===== config.mk =====
export PLATFORM = sky130hd
export DESIGN_NAME = shift_reg_serializer
export DESIGN_NICKNAME = d
export VERILOG_FILES = /design/src/rtl/shift_reg_serializer.sv
export SDC_FILE = /design/constraint.sdc
export NUM_CORES = 1
export LEC_CHECK = 0
export BUFFER_PORTS_ARGS = -buffer_cell sky130_fd_sc_hd__clkbuf_2
export CORE_ASPECT_RATIO = 1.5
export CORE_UTILIZATION = 50
export CTS_CLUSTER_DIAMETER = 80
export DETAILED_ROUTE_END_ITERATION = 10
export MAX_ROUTING_LAYER = met4
export PLACE_DENSITY = 0.7
export SLEW_MARGIN = 20
export SYNTH_ARGS = -nofsm -noshare
export SYNTH_HDL_FRONTEND = slang
export SYNTH_SLANG_ARGS = --single-unit
export TNS_END_PERCENT = 10

===== constraint.sdc =====
create_clock -name clk_in -period 7 [get_ports clk_in]
set_input_delay 0.35 -clock clk_in [delete_from_list [all_inputs] [get_ports clk_in]]
set_output_delay 0.35 -clock clk_in [all_outputs]
set_load 0.01 [all_outputs]

===== src/rtl/shift_reg_serializer.sv =====
// Parallel-to-serial output stage: MSB-first sdata with a self-generated sclk on clk_in.
// Optional trailing even-parity bit when SER_PARITY_EN is defined.
module shift_reg_serializer #(
  parameter int unsigned WIDTH = 8
) (
  input  logic             clk_in,
  input  logic             rst,
  input  logic [3:0]       div,
  input  logic [WIDTH-1:0] load_data,
  input  logic             load_valid,
  output logic             load_ready,
  output logic             sdata,
  output logic             sclk,
  output logic             busy,
  output logic             done
);

  localparam int unsigned CNT_W  = (WIDTH > 1) ? $clog2(WIDTH) : 1;
  localparam int unsigned TICK_W = 5;

  typedef enum logic [1:0] {
    S_IDLE   = 2'd0,
    S_SHIFT  = 2'd1,
    S_PARITY = 2'd2,
    S_DONE   = 2'd3
  } state_e;

  state_e             state_q, state_d;
  logic [WIDTH-1:0]   shift_q, shift_d;
  logic [CNT_W-1:0]   cnt_q, cnt_d;
  logic [TICK_W-1:0]  tick_q, tick_d;
  logic [3:0]         div_q, div_d;
  logic               sdata_q, sdata_d;
  logic               sclk_q, sclk_d;
  logic               busy_q, busy_d;
  logic               done_q, done_d;
`ifdef SER_PARITY_EN
  logic               par_q, par_d;
`endif

  logic               accept;
  logic               period_end;
  logic [TICK_W-1:0]  tick_last;

  assign load_ready = (state_q == S_IDLE) || (state_q == S_DONE);
  assign accept     = load_valid && load_ready;
  assign tick_last  = TICK_W'({div_q, 1'b0}) - TICK_W'(1);
  assign period_end = (tick_q == tick_last);

  // Next-state logic; outputs are derived from the next state so they register cleanly.
  always_comb begin
    state_d = state_q;
    shift_d = shift_q;
    cnt_d   = cnt_q;
    tick_d  = tick_q;
    div_d   = div_q;
    sdata_d = 1'b0;
    sclk_d  = 1'b0;
    busy_d  = 1'b0;
    done_d  = 1'b0;
`ifdef SER_PARITY_EN
    par_d   = par_q;
`endif

    case (state_q)
      S_IDLE, S_DONE: begin
        state_d = S_IDLE;
        if (accept) begin
          state_d = S_SHIFT;
          shift_d = load_data;
          div_d   = (div == 4'd0) ? 4'd1 : div;
          cnt_d   = CNT_W'(WIDTH - 1);
          tick_d  = '0;
`ifdef SER_PARITY_EN
          par_d   = ^load_data;
`endif
        end
      end
      S_SHIFT: begin
        if (period_end) begin
          tick_d  = '0;
          shift_d = shift_q << 1;
          cnt_d   = cnt_q - CNT_W'(1);
          if (cnt_q == '0) begin
`ifdef SER_PARITY_EN
            state_d = S_PARITY;
`else
            state_d = S_DONE;
`endif
          end
        end else begin
          tick_d = tick_q + TICK_W'(1);
        end
      end
`ifdef SER_PARITY_EN
      S_PARITY: begin
        if (period_end) begin
          tick_d  = '0;
          state_d = S_DONE;
        end else begin
          tick_d = tick_q + TICK_W'(1);
        end
      end
`endif
      default: state_d = S_IDLE;
    endcase

    busy_d = (state_d == S_SHIFT) || (state_d == S_PARITY);
    done_d = (state_d == S_DONE);
    sclk_d = busy_d && (tick_d >= TICK_W'(div_d));
    case (state_d)
      S_SHIFT:  sdata_d = shift_d[WIDTH-1];
`ifdef SER_PARITY_EN
      S_PARITY: sdata_d = par_q;
`endif
      S_DONE:   sdata_d = sdata_q;
      default:  sdata_d = 1'b0;
    endcase
  end

  always_ff @(posedge clk_in or negedge rst) begin
    if (!rst) begin
      state_q <= S_IDLE;
      shift_q <= '0;
      cnt_q   <= '0;
      tick_q  <= '0;
      div_q   <= '0;
      sdata_q <= 1'b0;
      sclk_q  <= 1'b0;
      busy_q  <= 1'b0;
      done_q  <= 1'b0;
`ifdef SER_PARITY_EN
      par_q   <= 1'b0;
`endif
    end else begin
      state_q <= state_d;
      shift_q <= shift_d;
      cnt_q   <= cnt_d;
      tick_q  <= tick_d;
      div_q   <= div_d;
      sdata_q <= sdata_d;
      sclk_q  <= sclk_d;
      busy_q  <= busy_d;
      done_q  <= done_d;
`ifdef SER_PARITY_EN
      par_q   <= par_d;
`endif
    end
  end

  assign sdata = sdata_q;
  assign sclk  = sclk_q;
  assign busy  = busy_q;
  assign done  = done_q;

endmodule


After elaboration in Yosys (flattened, before gate mapping). Index checks and enable logic that the tools add are counted.

Add/sub/neg operators: 3. Order comparisons: 1. Equality and inequality tests: 8. Muxes and demuxes: 17. Reduce and logical (&&, ||, !) cells: 10.

Operators with widths (count): $mux 8 (2); $pmux 8 s2 (1); $mux 4 (3); $mux 5 (2); $pmux 5 s2 (1); $eq 2x2->1 const B (3); $mux 3 (2); $pmux 3 s2 (1); $add 5x1->5 const B (1); $eq 5x5->1 (1); $ge 5x4->1 (1); $sub 5x1->5 const B (1); $eq 2x1->1 const B (2); $logic_not 4->1 (1); $mux 2 (2); $ne 2x2->1 const B (2); $pmux 2 s2 (1); $logic_not 3->1 (1); $reduce_and 3->1 (1); $sub 3x1->3 const B (1); $logic_and 1x1->1 (2); $logic_not 2->1 (1); $logic_or 1x1->1 (2); $pmux 1 s2 (1); 3 further kinds (3).

Register bits after elaboration: 26. Bits of input ports: 15. Output and inout port bits: 5.

Depth between registers and ports, before layout.
Word-level depth: 8. Gate-level depth with buffers: 13.

Worst setup path before layout. OpenSTA, ideal clock, no wires.

Kind: register to register. Start point: register state_q[1]. End point: register sclk_q, in the netlist sclk. Library setup time: 0.129 ns. Arrival: 2.330 ns. Data required time: 6.871 ns. Setup slack: 4.541 ns. Stages on the path, launching flop included: 13. Path buffers: 1. Cells stage by stage: dfrtp_1 > ha_1 > clkbuf_1 > nor2b_2 > or2_2 > nand2_1 > o21a_1 > ha_1 > nand2b_1 > a21oi_1 > nor2b_1 > o21ai_0 > a31oi_1.

Longest elaborated chain between the ends: 8. Elaborated cells between the ends (all ways): 19. Those cells by class: order compare: 1; eq/ne: 4; mux: 8; reduce/logical: 6.

RTL lines: start: declaration (RTL line 28) `state_e state_q, state_d;`; start signal: assignment (RTL line 136) `state_q <= state_d;`; $eq 2x2->1 / $logic_not 2->1 (equally long branches) (RTL line 45) `assign load_ready = (state_q == S_IDLE) || (state_q == S_DONE);`; $logic_or 1x1->1 * (RTL line 45); via load_ready (RTL line 11) `output logic load_ready,`; $logic_and 1x1->1 * (RTL line 46) `assign accept = load_valid && load_ready;`; parallel branches: the longest is 4 deep, another holds $ge 5x4->1; $logic_and 1x1->1 * (RTL line 110) `sclk_d = busy_d && (tick_d >= TICK_W'(div_d));`; via sclk_d (RTL line 34) `logic sclk_q, sclk_d;`; end signal: assignment (RTL line 142) `sclk_q <= sclk_d;`; end: declaration (RTL line 34).

Mark *: on every way through the listed nets, which the timed path passes. A chain may end at the register's enable or synchronous reset.

Worst setup path after layout.
Start point: register div_q[0]. End point: register sclk_q, in the netlist sclk.

Elaborated cells between the ends (all ways): 13. Those cells by class: add/sub: 1; order compare: 1; eq/ne: 3; mux: 6; reduce/logical: 2.

RTL lines: start: declaration (RTL line 32) `logic [3:0] div_q, div_d;`; start signal: assignment (RTL line 140) `div_q <= div_d;`; $sub 5x1->5 (RTL line 47) `assign tick_last = TICK_W'({div_q, 1'b0}) - TICK_W'(1);`; $eq 5x5->1 (RTL line 48) `assign period_end = (tick_q == tick_last);`; $mux 5 (RTL line 80) `if (period_end) begin`; $pmux 5 s2 (RTL line 65) `case (state_q)`; via tick_d[2] (RTL line 31) `logic [TICK_W-1:0] tick_q, tick_d;`; $ge 5x4->1 (RTL line 110); $logic_and 1x1->1 (RTL line 110); via sclk_d (RTL line 34).

The timed path passes the listed nets, and every way through them passes these cells.

==> results.md <==
- The run finished with clean final reports.
- The number of setup violations in the final report is 0.
- The total instance count after detailed placement is 198.
- Gates resized during post-CTS repair numbered 0.
- Once the floorplan was initialized, standard cells occupied 53.4% of the core.
- When the netlist entered floorplanning its net count stood at 170.
- In the routed design, unresolved DRC markers number 0.
- The largest individual stage delay along the critical path comes from the cell sky130_fd_sc_hd__o31ai_1.
- Relative to the synthesized area, the layout overhead comes to 12.4%.
- The first-pass GRT wire length is 5210 um.
- After synthesis, flip-flops and latches occupy 41.0% of the total area.
- The count of placed standard cells in the final layout, fillers left out is 202.
- The most common cell in the netlist is sky130_fd_sc_hd__dfrtp_1.
- Data on the critical path is required at its endpoint by 7.16 ns.
- Ranked by instance count, the synthesized netlist is headed by sky130_fd_sc_hd__dfrtp_1, sky130_fd_sc_hd__inv_1, sky130_fd_sc_hd__ha_1, sky130_fd_sc_hd__nand2_1.
- In this run the number of H-tree levels came out at 1.
- The final net count is 191.
- After layout, the worst path uses 38.8% of the clock period.
- Summing every instance area after synthesis gives 1590 um2.
- The detail route stage leaves a number of antenna-violating nets equal to 0.
- The minimum clock period after layout is 2.72 ns.
- The total of buffers placed on input and output ports is 19.
- In the synthesized netlist, the number of instances is 143.
- By area the synthesized netlist is led by sky130_fd_sc_hd__dfrtp_1, sky130_fd_sc_hd__ha_1, sky130_fd_sc_hd__mux2_4, sky130_fd_sc_hd__inv_1, sky130_fd_sc_hd__a22o_1.
- The post-detailed-routing wire length is 3230 um.
- In the final routed layout, each cell accounts on average for 16.0 um.
- Of the cells placed in the final design, the portion with a size suffix greater than 1 is 23.9%.
- In this run the worst hold path is classified as input port to asynchronous set/reset pin.
- The post-route cell area is 1780 um2.
- Data arrives at the worst endpoint at 2.88 ns.
- The proportion of synthesized flip-flops having asynchronous set or reset is 100%.
- After clock tree synthesis, the clock-pin slew on the worst setup and hold paths is 0.09 ns.
- The area enclosed by the die boundary is 3410 um2.
- The share of synthesized area in the top cell type comes to 41.0%.
- Power spread over the standard cell area amounts to 368 nW/um2.
- The global-route usage over all layers is 22.3%.
- The congestion estimate from routability-driven global placement came to 0.828.
- In this run the clock root is driven by a sky130_fd_sc_hd__clkbuf_8.
- The clock skew is 0.00394 ns.
- On the worst path, the slowest cell contributes a delay of 0.47 ns.
- The count of clock tree sinks is 26.
- Walking the worst path, the cells encountered are inv_1 -> ha_1 -> xor2_1 -> nand3_1 -> o31ai_1 -> o21ai_0 -> a21o_1 -> ha_1 -> nor2b_1 -> o21ai_0 -> a31oi_1.
- The via count of the routed design is 1155.
- The number of synthesized flops with an enable pin is 0.
- The detailed-placement wirelength estimate is 2460 um.
- After global routing the overflow that remains totals 0.
- In the routed layout, each cell is associated on average with a via count of 5.72.
- TritonCTS built the clock tree.
- The upper clock frequency limit is 368 MHz.
- Headroom to the max-slew limit came out at 54.8%.
- The count of standard-cell rows is 24.
- The capturing element type of the critical path is a flop.
- The first-pass detailed-route iteration total is 4.
- The overall die height is 71.0 um.
- The worst-margin pin slew is 0.672 ns.
- The number of buffers inserted during clock tree synthesis is 3.
- In this run, distinct cell masters in the synthesized netlist total 40.
- The number of buffers added for setup after CTS is 0.
- The category of cells accounting for the largest share of critical-path delay is compound AO/OA/AOI/OAI gates.
- No sink is reached through more buffers than the 2 on the longest clock path.
- The floorplan die width is 48.0 um.
- Setup repair after global routing left no endpoint under its margin.
- Entering global routing, the biggest net connects 27 pins.
- The synthesized design spends more area on one cell type than any other, namely sky130_fd_sc_hd__dfrtp_1.
- The number of buffer and inverter instances along the worst setup path is 1.
- The number of global-route vias before repair is 1158.
- Along the worst path, the maximum fanout reaches 3.
- The average footprint of a synthesized cell is 11.1 um2.
- The number of max-slew violations in the final report is 0.
- The worst-case IR drop observed on VDD is 257 uV.
- The commonest register cell after synthesis is sky130_fd_sc_hd__dfrtp_1.
- The first routing iteration left 33 violations.
- The post-synthesis sequential element count is 26.
- Summing internal, switching and leakage power gives 0.000657 W.
- The aggregate negative setup slack is 0 ns.
- The top-level port count is 20.
- The total number of yosys warnings is 0.
- The final count of hold timing violations came to 0.
- The kind of critical path is flop to flop.
- The tool flagged a number of max-cap violations equal to 0.
- The initial antenna violation count is 0.
- The cell area after placement is 1710 um2.
- The analysis attributes to cell leakage a power of 0.887 nW.
- For this run, the share of the core covered by cells in the final layout is 60.0%.
- The total area inside the core boundary comes to 2970 um2.
- The number of antenna diodes in the final layout is 0.
- Hold repair after CTS inserted 0 buffers.
- The critical path launch point type is a flop.
- At the later pin of the worst-skew pair, clock insertion delay measures 0.28 ns.
==> metal layers <==
layer | global-route usage (%) | wire [um]
met5 | - | 0
met4 | 8.64 | 87
met3 | 2.55 | 142
met2 | 39.6 | 1770
met1 | 23.2 | 1230
==> area by class of cell <==
cell class	instances	area (um2)
clock buffer	3	41.3
clock inverter	1	30.0
fill	244	1190
inverter	15	56.3
multi-input combinational	99	862
sequential	26	651
tap	39	48.8
timing repair buffer	19	95.1
==> flip-flops by register name (all words and copies together), names as in the netlist <==
register,flops
div_q,4
busy,1
tick_q,5
state_q,2
sdata,1
shift_q,8
done,1
cnt_q,3
sclk,1
==> cells by family (layout without fill, tap and decap cells) <==
family | count (synthesis) | count (layout) | synth area share [%]
AND/OR/NAND/NOR | 35 | 35 | 12.5
buffers and inverters | 18 | 38 | 4.73
XOR/XNOR | 10 | 10 | 7.64
flip-flops | 26 | 26 | 41.0
AO/OA/AOI/OAI | 30 | 30 | 15.2
multiplexers | 12 | 12 | 9.54
adder cells (fa/ha/maj) | 12 | 12 | 9.46
==> cells in the final DEF (no fill, tap or decap), drive strengths merged, types with 2 or more instances in the layout <==
cell type,instances
nand4,3
nor2b,3
dfrtp,26
a21oi,4
o32ai,2
ha,12
xnor2,3
nand2,8
mux2i,5
mux2,7
a22o,6
o31ai,2
nand2b,3
o21a,2
nor3,4
xor2,7
nor2,5
a21o,2
o21ai,3
nand3,5
clkbuf,22
a221oi,3
a41oi,2
inv,15
==> metrics by stage <==
step | hold WS [ns] | setup slack [ns]
2_1_floorplan | 0.0544 | 4.54
3_3_place_gp | 0.402 | 4.48
3_5_place_dp | 0.406 | 4.36
4_1_cts | 0.105 | 4.27
5_1_grt | 0.140 | 4.16
6_report | 0.0827 | 4.28
==> worst paths after layout <==
kind	slack, ns	start	to	depth (start not counted)
max in group asynchronous	6.49	rst	shift_q[1]	1
worst max register to register	4.28	div_q[0]	sclk	11
min in group clk_in	0.30	load_data[0]	shift_q[0]	3
worst min register to register	0.52	shift_q[2]	shift_q[2]	1
worst min-delay path	0.08	rst	shift_q[5]	1
worst max-delay path	4.28	div_q[0]	sclk	11
==> report_power, final <==
group          total (W)  internal [W]  switching (W)  leakage, nW
logic           0.000298      0.000133       0.000165        0.531
clock network   0.000126     0.0000766      0.0000489       0.0357
registers       0.000234      0.000195      0.0000390        0.320
total           0.000657      0.000405       0.000252        0.887
No activity file was read; power rests on OpenSTA's default activity.
